[config.mk]
export PLATFORM = sky130hd
export DESIGN_NAME = count_direction_decoder
export DESIGN_NICKNAME = d
export VERILOG_FILES = /design/src/rtl/count_direction_decoder.sv
export SDC_FILE = /design/constraint.sdc
export NUM_CORES = 1
export LEC_CHECK = 0
export CAP_MARGIN = 25
export CORE_MARGIN = 2
export CORE_UTILIZATION = 40
export CTS_BUF_LIST = sky130_fd_sc_hd__clkbuf_4 sky130_fd_sc_hd__clkbuf_8
export DETAILED_ROUTE_END_ITERATION = 8
export PLACE_DENSITY = 0.7
export RECOVER_POWER = 100
export SETUP_SLACK_MARGIN = 0.15
export SKIP_CTS_REPAIR_TIMING = 1
export SLEW_MARGIN = 0
export SYNTH_ARGS = -nofsm -noshare
export SYNTH_HDL_FRONTEND = slang
export SYNTH_SLANG_ARGS = --single-unit
[constraint.sdc]
create_clock -name clk -period 2.2 [get_ports clk]
set_input_delay 0.44 -clock clk [delete_from_list [all_inputs] [get_ports clk]]
set_output_delay 0.44 -clock clk [all_outputs]
set_load 0.02 [all_outputs]
[src/rtl/count_direction_decoder.sv]
// Receive-side checker for an up/down counter stream: decodes the counting direction,
// flags wrap-around steps and counts illegal steps with a saturating counter.
module count_direction_decoder #(
   parameter int WIDTH         = 4,
   parameter int ERR_CNT_WIDTH = 8
) (
   input  logic                     clk,
   input  logic                     clear,
   input  logic                     sample_valid,
   input  logic [WIDTH-1:0]         count_in,
   output logic                     direction,
   output logic                     dir_locked,
   output logic                     wrap_pulse,
   output logic                     step_error,
   output logic [ERR_CNT_WIDTH-1:0] error_count,
   output logic [WIDTH-1:0]         last_count
);

   typedef enum logic [1:0] {
      ST_EMPTY = 2'd0,
      ST_FIRST = 2'd1,
      ST_UP    = 2'd2,
      ST_DOWN  = 2'd3
   } state_t;

   localparam logic [WIDTH-1:0]         CNT_ONES = {WIDTH{1'b1}};
   localparam logic [WIDTH-1:0]         CNT_ZERO = {WIDTH{1'b0}};
   localparam logic [ERR_CNT_WIDTH-1:0] ERR_MAX  = {ERR_CNT_WIDTH{1'b1}};

   state_t                   state_q, state_d;
   logic                     direction_q, direction_d;
   logic                     locked_q, locked_d;
   logic                     wrap_q, wrap_d;
   logic                     step_err_q, step_err_d;
   logic [ERR_CNT_WIDTH-1:0] err_cnt_q, err_cnt_d;
   logic [WIDTH-1:0]         last_q, last_d;

   logic [WIDTH-1:0]         inc_s, dec_s, mir_dn_s, mir_up_s;
   logic                     illegal_s;

   // Candidate successors of the last accepted sample.
   always_comb begin
      inc_s    = last_q + WIDTH'(1);
      dec_s    = last_q - WIDTH'(1);
      mir_dn_s = ~last_q;
      mir_up_s = ~last_q + WIDTH'(2);
   end

   // Next-state decode; +/-1 steps are tested before mirror jumps so they win ties.
   always_comb begin
      state_d     = state_q;
      direction_d = direction_q;
      locked_d    = locked_q;
      wrap_d      = 1'b0;
      step_err_d  = 1'b0;
      err_cnt_d   = err_cnt_q;
      last_d      = last_q;
      illegal_s   = 1'b0;

      if (sample_valid) begin
         last_d = count_in;
         case (state_q)
            ST_EMPTY: begin
               state_d  = ST_FIRST;
               locked_d = 1'b0;
            end
            ST_FIRST: begin
               if (count_in == inc_s) begin
                  state_d     = ST_UP;
                  direction_d = 1'b0;
                  locked_d    = 1'b1;
                  wrap_d      = (last_q == CNT_ONES);
               end else if (count_in == dec_s) begin
                  state_d     = ST_DOWN;
                  direction_d = 1'b1;
                  locked_d    = 1'b1;
                  wrap_d      = (last_q == CNT_ZERO);
               end else begin
                  illegal_s = 1'b1;
               end
            end
            ST_UP: begin
               if (count_in == inc_s) begin
                  state_d = ST_UP;
                  wrap_d  = (last_q == CNT_ONES);
               end else if (count_in == mir_dn_s) begin
                  state_d     = ST_DOWN;
                  direction_d = 1'b1;
               end else begin
                  illegal_s = 1'b1;
               end
            end
            ST_DOWN: begin
               if (count_in == dec_s) begin
                  state_d = ST_DOWN;
                  wrap_d  = (last_q == CNT_ZERO);
               end else if (count_in == mir_up_s) begin
                  state_d     = ST_UP;
                  direction_d = 1'b0;
               end else begin
                  illegal_s = 1'b1;
               end
            end
            default: begin
               state_d  = ST_EMPTY;
               locked_d = 1'b0;
            end
         endcase

         // Illegal step: drop the lock and look for a fresh pair; direction keeps its value.
         if (illegal_s) begin
            state_d    = ST_FIRST;
            locked_d   = 1'b0;
            step_err_d = 1'b1;
            if (err_cnt_q != ERR_MAX) begin
               err_cnt_d = err_cnt_q + ERR_CNT_WIDTH'(1);
            end else begin
               err_cnt_d = err_cnt_q;
            end
         end else begin
            step_err_d = 1'b0;
         end
      end else begin
         state_d  = ST_EMPTY;
         locked_d = 1'b0;
      end
   end

   // State and output registers, cleared asynchronously.
   always_ff @(posedge clk or posedge clear) begin
      if (clear) begin
         state_q     <= ST_EMPTY;
         direction_q <= 1'b0;
         locked_q    <= 1'b0;
         wrap_q      <= 1'b0;
         step_err_q  <= 1'b0;
         err_cnt_q   <= {ERR_CNT_WIDTH{1'b0}};
         last_q      <= {WIDTH{1'b0}};
      end else begin
         state_q     <= state_d;
         direction_q <= direction_d;
         locked_q    <= locked_d;
         wrap_q      <= wrap_d;
         step_err_q  <= step_err_d;
         err_cnt_q   <= err_cnt_d;
         last_q      <= last_d;
      end
   end

   assign direction   = direction_q;
   assign dir_locked  = locked_q;
   assign wrap_pulse  = wrap_q;
   assign step_error  = step_err_q;
   assign error_count = err_cnt_q;
   assign last_count  = last_q;

endmodule
======== Yosys cells after proc, flatten, opt, wreduce, memory -nomap -nowiden ========
Index checks and enable logic that the tools add are counted.
storage, ports and cells
  output and inout port bits .............. 16
  register bits ........................... 18
  input port bits ......................... 7
  logic and storage cells ................. 72
cells by class
  reduce and logical (&&, ||, !) cells .... 7
  mux-type cells .......................... 35
  eq/ne operators ......................... 18
  bitwise gates (word level) .............. 1
  add/subtract/negate cells ............... 4
operators by type and width
  cell                                                                     number
  1-bit 2-to-1 mux                                                         22
  4-bit == test                                                            4
  2-bit 2-to-1 mux                                                         8
  5-bit inequality test, second input constant                             3
  1-bit one-hot mux with 3 select lines                                    3
  8-bit by 1-bit adder with 8-bit output, second input constant            1
  2-bit inequality test, second input constant                             4
  8-bit inequality test, second input constant                             1
  2-bit one-hot mux with 4 select lines                                    1
  7-bit AND reduction                                                      1
  3-bit AND reduction                                                      2
  4-bit by 1-bit adder with 4-bit output, second input constant            1
  4-bit by 2-bit adder with 4-bit output, second input constant            1
  2-bit == test, second input constant                                     2
  4-bit == test, second input constant                                     1
  4-bit logical NOT                                                        1
  4-bit by 1-bit inequality test with 1-bit output, second input constant  1
  4-bit NOT                                                                1
  4-bit by 1-bit subtractor with 4-bit output, second input constant       1
  3-bit inequality test, second input constant                             1
  3-bit nonzero test                                                       1
  2-bit by 1-bit == test with 1-bit output, second input constant          1
  2-bit logical NOT                                                        1
  1-bit one-hot mux with 2 select lines                                    1
  2-bit AND reduction                                                      1

======== Longest topological paths before layout ========
Gate-level depths: netlist of run 1.
  depth after elaboration ................. 9
  depth in mapped cells ................... 10
  mapped depth without buffers ............ 8

======== Worst setup path after synthesis of run 1 ========
OpenSTA, ideal clock, no wires.
  kind .................................... register to register
  start ................................... reg last_q[0], in the netlist last_count[0]
  end ..................................... reg err_cnt_q[1], in the netlist error_count[1]
  stages on the path, launching flop included .. 9
  clock period less this slack ............ 2578 ps
  required time ........................... 2075 ps
  library setup time ...................... 125 ps
  setup slack ............................. -378 ps
  arrival time ............................ 2453 ps
  cells stage by stage .................... dfrtp_1 inv_1 ha_1 xor2_1 or4_1 buf_6 a32oi_4 nor2_1 mux2_4
on the way
  cells in the longest elaborated chain, start to end .. 8
ends and longest elaborated chain
  item                                       line    source
  from (decl)                                36      logic [WIDTH-1:0] last_q, last_d;
  from (signal assigned)                     138     last_q <= {WIDTH{1'b0}};
  from (signal assigned)                     146     last_q <= last_d;
  4-bit NOT                                  45, 46
  4-bit by 2-bit adder with 4-bit output     46      mir_up_s = ~last_q + WIDTH'(2);
  4-bit == test                              97      end else if (count_in == mir_up_s) begin
  1-bit 2-to-1 mux                           97
  1-bit 2-to-1 mux                           94      if (count_in == dec_s) begin
  1-bit one-hot mux with 3 select lines (*)  62      case (state_q)
  1-bit 2-to-1 mux (*)                       60      if (sample_valid) begin
  3-bit AND reduction (no line) (*)          n/a
  to (signal assigned)                       137     err_cnt_q <= {ERR_CNT_WIDTH{1'b0}};
  to (signal assigned)                       145     err_cnt_q <= err_cnt_d;
  to (decl)                                  35      logic [ERR_CNT_WIDTH-1:0] err_cnt_q, err_cnt_d;
Every way passes the cells marked *; elsewhere a longest branch is shown, timed or not. The select of a mux whose other input is x is not followed.
A chain may end at the register's enable or synchronous reset.

======== Worst setup path in the final report of run 1 ========
  start ................................... reg last_q[1], in the netlist last_count[1]
  end ..................................... reg wrap_q, in the netlist wrap_pulse
on the way
  cells in the longest elaborated chain, start to end .. 6
ends and longest elaborated chain
  item                                         line    source
  4-bit by 1-bit subtractor with 4-bit output  44      dec_s = last_q - WIDTH'(1);
  4-bit == test                                73, 94
  1-bit 2-to-1 mux                             73, 94
  1-bit 2-to-1 mux                             68      if (count_in == inc_s) begin
  1-bit one-hot mux with 3 select lines (*)    62
  1-bit 2-to-1 mux (*)                         60
  named net wrap_d                             33      logic wrap_q, wrap_d;
  to (signal assigned)                         143     wrap_q <= wrap_d;
  to (decl)                                    33
Mark *: on every way through the listed nets, which the timed path passes. The rest lies on a longest branch.

==> flow_summary.yaml, run 1 <==
logic_synthesis:
  ys.flop_type: "dfrtp_1"
  yosys_warnings: 0
  seq_area_frac_synth: 0.353
  syn_avg_cell_area_um2: 10.4
  synth_fp_nets: 141
  async_flop_share: 1.00
  synth.distinct_cells: 37
  syn_area_mm2: 0.00127
  ys_ff_latch: 18
  syn_inst: 123
  synth_edf_count: 0
floorplanning:
  die_h_um: 60.5
  die_width_um: 60.5
  fp.dieArea_mm2: 0.00365
  core_area_mm2: 0.00305
  start_util: 0.418
  ioPinCount: 23
  fp-row-count: 20
timing:
  slew_violations: 0
  fin_skew_ps: 4.74
  slew_headroom: 0.549
  max_freq_mhz: 426
  period_share: 1.07
  worst_pin_slew_ps: 676
  setup_viol: 13
  min_period_ps: 2350
  hold_violations: 0
  rsz0062_at_grt: "yes"
  setup_ws_ps: -149
setup_path:
  critical_path_class: "reg2reg"
  critPathBufInv: 3
  path_delay_family: "simple AND/OR/NAND/NOR gates"
  worst-path-stages: 10
  cp-start-kind: "flip-flop"
  crit_arrival_ps: 2580
  worst-r2r-cell-count: 10
  cp_common_cell: "buf_4"
  end_kind: "flip-flop"
  critPathMaxStageDelay_ps: 480
  crit_required_ps: 2430
  path_max_fanout: 4
  critPathSlowestCell: "or4b_1"
  worstPathCellList: "clkinv_4 -> buf_4 -> buf_4 -> ha_1 -> a21boi_1 -> xnor2_1 -> nand4bb_4 -> or4b_1 -> o22a_2 -> nor2_1"
placed_design:
  portBuffers: 22
  gp_congestion: 0.865
  placed_area_mm2: 0.00177
  dp.final_hpwl_um: 2270
power:
  swShare: 0.409
  p_leak_nw: 0.921
  ir_drop_uv: 510
  pwr-share-clk: 0.113
  p_seq_frac: 0.264
  power_mw: 1.89
  power_density_mw_per_mm2: 980
  pwr-share-comb: 0.623
  p_sw_mw: 0.774
  p_int_mw: 1.12
layout:
  antenna_cells: 0
  fin_util: 0.632
  area_delta_synth_final_pct: 51.4
  nets: 199
  design_area_mm2: 0.00193
  drive_above_1_share: 0.350
drt:
  dr.pass1.iters: 4
  viasPerCell: 5.03
  ant_nets: 0
  drtIter0Drc: 31
  remaining_drc_errors: 0
  wl_um: 3180
  wl_per_cell_um: 14.2
  num_vias: 1126
grt:
  met1_usage: 0.237
  grt_max_degree: 13
  use_met3: 0.0235
  grt_pass1_wl_um: 4780
  grt_antenna_before_repair: 0
  overflow: 0
  grt_pass1_vias: 1096
  use_met2: 0.290
  grtUsageTotal: 0.173
  grt.busiest_layer: "met2"
cts:
  cts_tree: "yes"
  numCtsBuffers: 3
  htreeDepth: 1
  clock_latency_ps: 290
  clock_path_buffers: 2
  cts_root_buf: "clkbuf_4"
  clkSinkCount: 18
  clk_pin_slew_worst_paths_ps: 120
outcome:
  violations: "setup timing"
  outcome: "complete, but fails checks"
min_path:
  min_delay_path_depth: 1
  hold_path.class: "reg2reg"
run:
  max_cap_violations: 0
[final timing paths]
| kind | startpoint | slack, ps | to |
|---|---|---|---|
| max | last_count[1] | -150 | wrap_pulse |
| min | error_count[4] | 500 | error_count[4] |
| max reg2reg | last_count[1] | -150 | wrap_pulse |
| min reg2reg | error_count[4] | 500 | error_count[4] |
| max in group asynchronous | clear | 780 | state_q[0] |
| min in group asynchronous | clear | 520 | last_count[1] |
[power by group through the flow]
stage                     clock network (mW)  logic, mW  registers, mW
after floorplan                            0      0.558          0.572
after global placement                     0      0.993          0.500
after detailed placement                   0       1.02          0.506
after CTS                              0.212       1.02          0.501
after global routing                   0.226       1.27          0.515
final                                  0.213       1.18          0.500
[flip-flops by register name, summed over array words and instances, names as in the netlist]
register     flops
state_q          2
step_error       1
dir_locked       1
last_count       4
wrap_pulse       1
error_count      8
direction        1
[worst reg2reg max path: stages (launching register included)]
cell       delay [ps]
dfrtp_2           440
clkinv_4          100
buf_4             150
buf_4             120
ha_1              180
a21boi_1          130
xnor2_1           140
nand4bb_4         230
or4b_1            480
o22a_2            220
nor2_1             90
[cell usage after synthesis (2+ instances only)]
cell type	count	area, um2
dfrtp_1	18	450
nand2_1	9	33.8
xnor2_1	3	26.3
o21ai_0	6	30.0
a21oi_1	4	20.0
inv_1	8	30.0
nand4_1	2	12.5
nor2_1	6	22.5
a21boi_0	2	15.0
nand3_1	8	40.0
nor3_1	4	20.0
xor2_1	12	105
and3_1	2	12.5
ha_1	11	138
mux2i_1	2	20.0
mux2_2	2	22.5
nor4_1	2	12.5
buf_6	2	22.5
clkbuf_1	2	7.51
[through the flow]
stage / hold WS, ps / setup TNS [ps] / instances / worst slack, ps
after global placement: 484 / -6370 / 213 / -510
after detailed placement: 482 / -6910 / 213 / -559
after floorplan: 378 / -611 / 123 / -84.3
after global routing: 515 / -2920 / 224 / -259
after CTS: 389 / -2530 / 217 / -243
final: 496 / -1360 / 224 / -149
[per-layer routing]
layer / wire length (um) / up-vias
li1: - / 549
met1: 1380 / 540
met2: 1610 / 33
met3: 148 / 4
met4: 35 / 0
met5: 0 / -
[placed cells by master (no fill, tap or decap), drive strengths merged, types with 2 or more instances in the layout]
cell type / instances
and3: 2
ha: 11
dlymetal6s2s: 3
nand2: 9
nor2: 6
inv: 7
nand4: 2
dlygate4sd3: 18
o21ai: 6
xor2: 12
a21oi: 4
nand3: 8
nor4: 2
nor3: 4
mux2i: 2
xnor2: 4
a21boi: 2
clkbuf: 5
dfrtp: 18
buf: 34
mux2: 3
[area by class of cell]
| cell class | count | area [um2] |
|---|---|---|
| clock buffers | 4 | 36.3 |
| multi-input cells | 93 | 856 |
| repair buffers | 57 | 494 |
| flip-flops and latches | 18 | 454 |
| fillers | 266 | 1120 |
| inverters | 8 | 35.0 |
| well taps | 44 | 55.1 |
[cell families (layout without fill, tap and decap cells)]
| group | count (synthesis) | in the layout | share of synthesized area |
|---|---|---|---|
| xor gates and xnor gates | 18 | 18 | 0.152 |
| DFF | 18 | 18 | 0.353 |
| muxes | 5 | 5 | 0.0451 |
| adders and majority gates | 11 | 11 | 0.108 |
| and+or+nand+nor | 41 | 41 | 0.185 |
| buffers and inverters | 12 | 69 | 0.0471 |
| AOI/OAI and AO/OA | 18 | 18 | 0.109 |
Note: power is estimated with default switching activity, not from simulation.
==> run 2: changes to the inputs <==
--- a/config.mk
+++ b/config.mk
@@ -9,8 +9,9 @@
 export CORE_MARGIN = 2
 export CORE_UTILIZATION = 40
 export CTS_BUF_LIST = sky130_fd_sc_hd__clkbuf_4 sky130_fd_sc_hd__clkbuf_8
+export CTS_CLUSTER_DIAMETER = 120
 export DETAILED_ROUTE_END_ITERATION = 8
-export PLACE_DENSITY = 0.7
+export PLACE_DENSITY = 0.68
 export RECOVER_POWER = 100
 export SETUP_SLACK_MARGIN = 0.15
 export SKIP_CTS_REPAIR_TIMING = 1
==> constraint.sdc (replaced) <==
create_clock -name clk -period 2.5 [get_ports clk]
set_input_delay 0.5 -clock clk [delete_from_list [all_inputs] [get_ports clk]]
set_output_delay 0.5 -clock clk [all_outputs]
set_load 0.02 [all_outputs]
==> flow_summary.yaml, run 2 (synthesized netlist as in run 1, its figures left out) <==
outcome:
  outcome: "completed"
timing:
  setup_ws_ps: 73.9
  slew_violations: 0
  fin_tns_setup_ps: 0
  period_share: 0.970
  worst_pin_slew_ps: 675
  setup_viol: 0
  rsz0062_at_grt: "yes"
  min_period_ps: 2430
  slew_headroom: 0.549
  max_freq_mhz: 412
  fin_skew_ps: 6.08
  hold_violations: 0
placed_design:
  portBuffers: 22
  gp_congestion: 0.831
  dp.final_hpwl_um: 2270
  pre_cts_ws_ps: -389
  placed_area_mm2: 0.00167
grt:
  met1_usage: 0.207
  grt_max_degree: 19
  grtUsageTotal: 0.173
  use_met3: 0.0426
  grt.busiest_layer: "met2"
  use_met2: 0.303
  grt_pass1_wl_um: 4570
  grt_antenna_before_repair: 0
  overflow: 0
  grt_pass1_vias: 987
setup_path:
  crit_arrival_ps: 2620
  path_delay_family: "compound AO/OA/AOI/OAI gates"
  end_kind: "flip-flop"
  critPathMaxStageDelay_ps: 470
  crit_required_ps: 2700
  rrSetupSlack_ps: 70
  path_max_fanout: 5
  timing.rr.end: "error_count[1]"
  cp-start-kind: "flip-flop"
  critPathBufInv: 1
  r2r-start: "last_count[1]"
  critPathSlowestCell: "dfrtp_2"
  critical_path_class: "reg2reg"
  worst-r2r-cell-count: 8
  worstPathCellList: "inv_4 -> ha_4 -> xnor3_1 -> o41ai_4 -> nand4_1 -> a32oi_4 -> nor2_2 -> mux2_4"
power:
  p_sw_mw: 0.684
  pwr-share-comb: 0.616
  power_mw: 1.65
  swShare: 0.413
  pwr-share-clk: 0.112
  power_density_mw_per_mm2: 890
  p_leak_nw: 0.869
  p_seq_frac: 0.272
  p_int_mw: 0.971
  ir_drop_uv: 425
floorplanning:
  start_util: 0.418
  fp.dieArea_mm2: 0.00365
  die_h_um: 60.5
  ioPinCount: 23
  fp-row-count: 20
  core_area_mm2: 0.00305
  die_width_um: 60.5
layout:
  fill_cells: 278
  drive_above_1_share: 0.318
  layout_commonest_cell: "buf_4"
  antenna_cells: 0
  design_area_mm2: 0.00186
  nets: 189
  area_delta_synth_final_pct: 45.8
  final_cell_mix: "buf_4 (22), dlygate4sd3_1 (18), dfrtp_1 (15), xor2_1 (11), nand2_1 (9)"
  largest_reg_flops: 8
drt:
  num_vias: 1091
  ant_nets: 0
  dr.pass1.iters: 4
  remaining_drc_errors: 0
  wl_um: 3170
  drtIter0Drc: 30
  wl_per_cell_um: 14.8
  viasPerCell: 5.10
cts:
  clock_latency_ps: 310
  htreeDepth: 1
  cts_root_buf: "clkbuf_4"
  clk_pin_slew_worst_paths_ps: 110
  clock_path_buffers: 2
  cts_tree: "yes"
  clkSinkCount: 18
  numCtsBuffers: 3
run:
  max_cap_violations: 0
min_path:
  hold_path.class: "reg2reg"
  min-delay-start: "error_count[4]"
  holdPathEnd: "error_count[4]"
  min_delay_path_depth: 1
==> run 2: power groups by stage <==
| stage | Sequential [mW] | Clock (mW) | Combinational, mW |
|---|---|---|---|
| after floorplan | 0.503 | 0 | 0.485 |
| after detailed placement | 0.458 | 0 | 0.843 |
| after global placement | 0.452 | 0 | 0.824 |
| after global routing | 0.463 | 0.195 | 1.10 |
| after CTS | 0.452 | 0.185 | 0.853 |
| final | 0.451 | 0.185 | 1.02 |
==> run 2: worst register-to-register path, cell delays in order, from the launching register on <==
cell,delay (ps)
dfrtp_2,470
inv_4,100
ha_4,140
xnor3_1,440
o41ai_4,250
nand4_1,190
a32oi_4,310
nor2_2,110
mux2_4,320
==> run 2: layer usage <==
metal	up-vias	routed length [um]
met5	-	0
met4	0	73
met3	8	87
met2	21	1650
met1	531	1370
li1	531	-
==> run 2: worst max path at each step <==
stage	from	slack [ps]	to	depth (start not counted)
5_1_grt	last_count[1]	-30	state_q[1]	9
6_report	last_count[1]	70	error_count[1]	8
3_3_place_gp	count_in[2]	-330	error_count[1]	6
4_1_cts	count_in[3]	-90	error_count[1]	7
3_5_place_dp	count_in[3]	-390	error_count[1]	7
2_1_floorplan	last_count[1]	170	error_count[1]	8
==> run 2: area by class of cell <==
cell class	instances	area, um2	area share
inverter	8	32.5	0.0175
timing repair buffer	47	424	0.228
tap	44	55.1	0.0296
multi-input combinational	93	857	0.461
clock buffer	4	36.3	0.0195
sequential	18	454	0.244
==> run 2: per-stage QoR <==
stage | util | hold WS, ps | instances
2_1_floorplan | - | 438 | 123
3_3_place_gp | 0.546 | 489 | 201
3_5_place_dp | 0.546 | 481 | 201
4_1_cts | 0.558 | 509 | 205
5_1_grt | 0.609 | 510 | 214
6_report | 0.609 | 500 | 214
==> run 3: changes to the inputs <==
--- a/config.mk
+++ b/config.mk
@@ -11,7 +11,7 @@
 export CTS_BUF_LIST = sky130_fd_sc_hd__clkbuf_4 sky130_fd_sc_hd__clkbuf_8
 export CTS_CLUSTER_DIAMETER = 120
 export DETAILED_ROUTE_END_ITERATION = 8
-export PLACE_DENSITY = 0.68
+export PLACE_DENSITY = 0.7
 export RECOVER_POWER = 100
 export SETUP_SLACK_MARGIN = 0.15
 export SKIP_CTS_REPAIR_TIMING = 1
==> constraint.sdc (replaced) <==
create_clock -name clk -period 2.1 [get_ports clk]
set_input_delay 0.42 -clock clk [delete_from_list [all_inputs] [get_ports clk]]
set_output_delay 0.42 -clock clk [all_outputs]
set_load 0.02 [all_outputs]
==> flow_summary.yaml, run 3 (synthesized netlist as in run 1, its figures left out) <==
grt:
  overflow: 0
  grt_antenna_before_repair: 0
  grtUsageTotal: 0.193
  grt_max_degree: 13
  grt_pass1_wl_um: 5260
  grt_pass1_vias: 1120
timing:
  setup_viol: 14
  slew_violations: 0
  rsz0062_at_grt: "yes"
  period_share: 1.12
  worst_pin_slew_ps: 656
  hold_violations: 0
  min_period_ps: 2360
  setup_ws_ps: -258
  max_freq_mhz: 424
  slew_headroom: 0.561
  fin_skew_ps: 14.5
power:
  p_int_mw: 1.18
  pwr-share-clk: 0.110
  p_seq_frac: 0.258
  p_leak_nw: 0.874
  ir_drop_uv: 568
  p_sw_mw: 0.839
  swShare: 0.416
  power_density_mw_per_mm2: 1030
  pwr-share-comb: 0.631
floorplanning:
  start_util: 0.418
  fp.dieArea_mm2: 0.00365
  core_area_mm2: 0.00305
  fp-row-count: 20
  ioPinCount: 23
  die_width_um: 60.5
  die_h_um: 60.5
setup_path:
  path_max_fanout: 7
  r2r-start: "last_count[1]"
  worst-r2r-cell-count: 9
  crit_arrival_ps: 2540
  crit_required_ps: 2280
  cp-start-kind: "flip-flop"
  cp-startpoint: "last_count[1]"
  end_kind: "flip-flop"
  timing.rr.end: "error_count[6]"
  rrSetupSlack_ps: -260
  critical_path_class: "reg2reg"
placed_design:
  placed_area_mm2: 0.00176
  portBuffers: 22
  dp_cells: 212
  pre_cts_ws_ps: -623
  gp_congestion: 0.804
  dp.final_hpwl_um: 2290
drt:
  num_vias: 1124
  wl_per_cell_um: 14.3
  viasPerCell: 5.09
  wl_um: 3160
  ant_nets: 0
  dr.pass1.iters: 4
  drtIter0Drc: 35
  remaining_drc_errors: 0
min_path:
  hold_path.class: "in2async"
cts:
  clkSinkCount: 18
  cts_root_buf: "clkbuf_4"
  htreeDepth: 1
  cts_tree: "yes"
  numCtsBuffers: 3
  clock_latency_ps: 310
  clk_pin_slew_worst_paths_ps: 120
  clock_path_buffers: 2
outcome:
  violations: "setup timing"
  outcome: "complete, but fails checks"
run:
  max_cap_violations: 0
layout:
  nets: 196
  area_delta_synth_final_pct: 54.3
  layout_commonest_cell: "buf_4"
  final_cells: 221
  fill_cells: 248
  final_cell_mix: "buf_4 (27), clkdlybuf4s50_1 (20), dfrtp_1 (14)"
  largest_reg_flops: 8
  design_area_mm2: 0.00197
  antenna_cells: 0
  drive_above_1_share: 0.379
==> run 3: worst max-delay path by stage <==
stage,to,slack [ps],depth (start not counted)
5_1_grt,error_count[3],-350,9
3_5_place_dp,error_count[3],-620,8
4_1_cts,error_count[3],-330,9
2_1_floorplan,error_count[7],-180,8
3_3_place_gp,error_count[3],-570,8
6_report,error_count[6],-260,9
==> run 3: layout make-up <==
| cell class | instances | area, um2 | share of cell area |
|---|---|---|---|
| multi-input cells | 93 | 913 | 0.464 |
| repair buffers | 54 | 474 | 0.241 |
| flip-flops and latches | 18 | 455 | 0.232 |
| well taps | 44 | 55.1 | 0.0280 |
| clock buffers | 4 | 36.3 | 0.0184 |
| inverters | 8 | 32.5 | 0.0165 |
==> run 3: worst max-delay path, stage by stage (launching register included) <==
cell and delay (ps):
dfrtp_2 460, inv_4 110, ha_4 210, xor2_2 140, o41ai_2 390, nand4_1 210, a32oi_4 290, buf_6 170
nor3_1 70, xor2_1 170
==> run 3: through the flow <==
| step | total power, mW | util | hold slack (ps) | setup TNS [ps] |
|---|---|---|---|---|
| floorplan | 1.18 | - | 358 | -1650 |
| global placement | 1.54 | 0.577 | 488 | -7320 |
| detailed placement | 1.57 | 0.577 | 481 | -7930 |
| CTS | 1.80 | 0.589 | 348 | -3800 |
| global route | 2.16 | 0.644 | 502 | -4390 |
| finish | 2.02 | 0.644 | 476 | -3110 |
==> run 3: routing by layer <==
metal / vias up / share of wire / GRT usage
met3: 5 / 0.036 / 0.0256
met1: 553 / 0.44 / 0.242
met5: - / 0 / 0
li1: 538 / - / -
met2: 28 / 0.51 / 0.332
met4: 0 / 0.017 / 0.0870
==> run 3: power groups by stage <==
stage / clock, mW / combinational, mW / sequential (mW)
floorplan: 0 / 0.585 / 0.599
CTS: 0.231 / 1.05 / 0.519
detailed placement: 0 / 1.05 / 0.525
finish: 0.223 / 1.27 / 0.521
global placement: 0 / 1.03 / 0.517
global route: 0.252 / 1.37 / 0.536
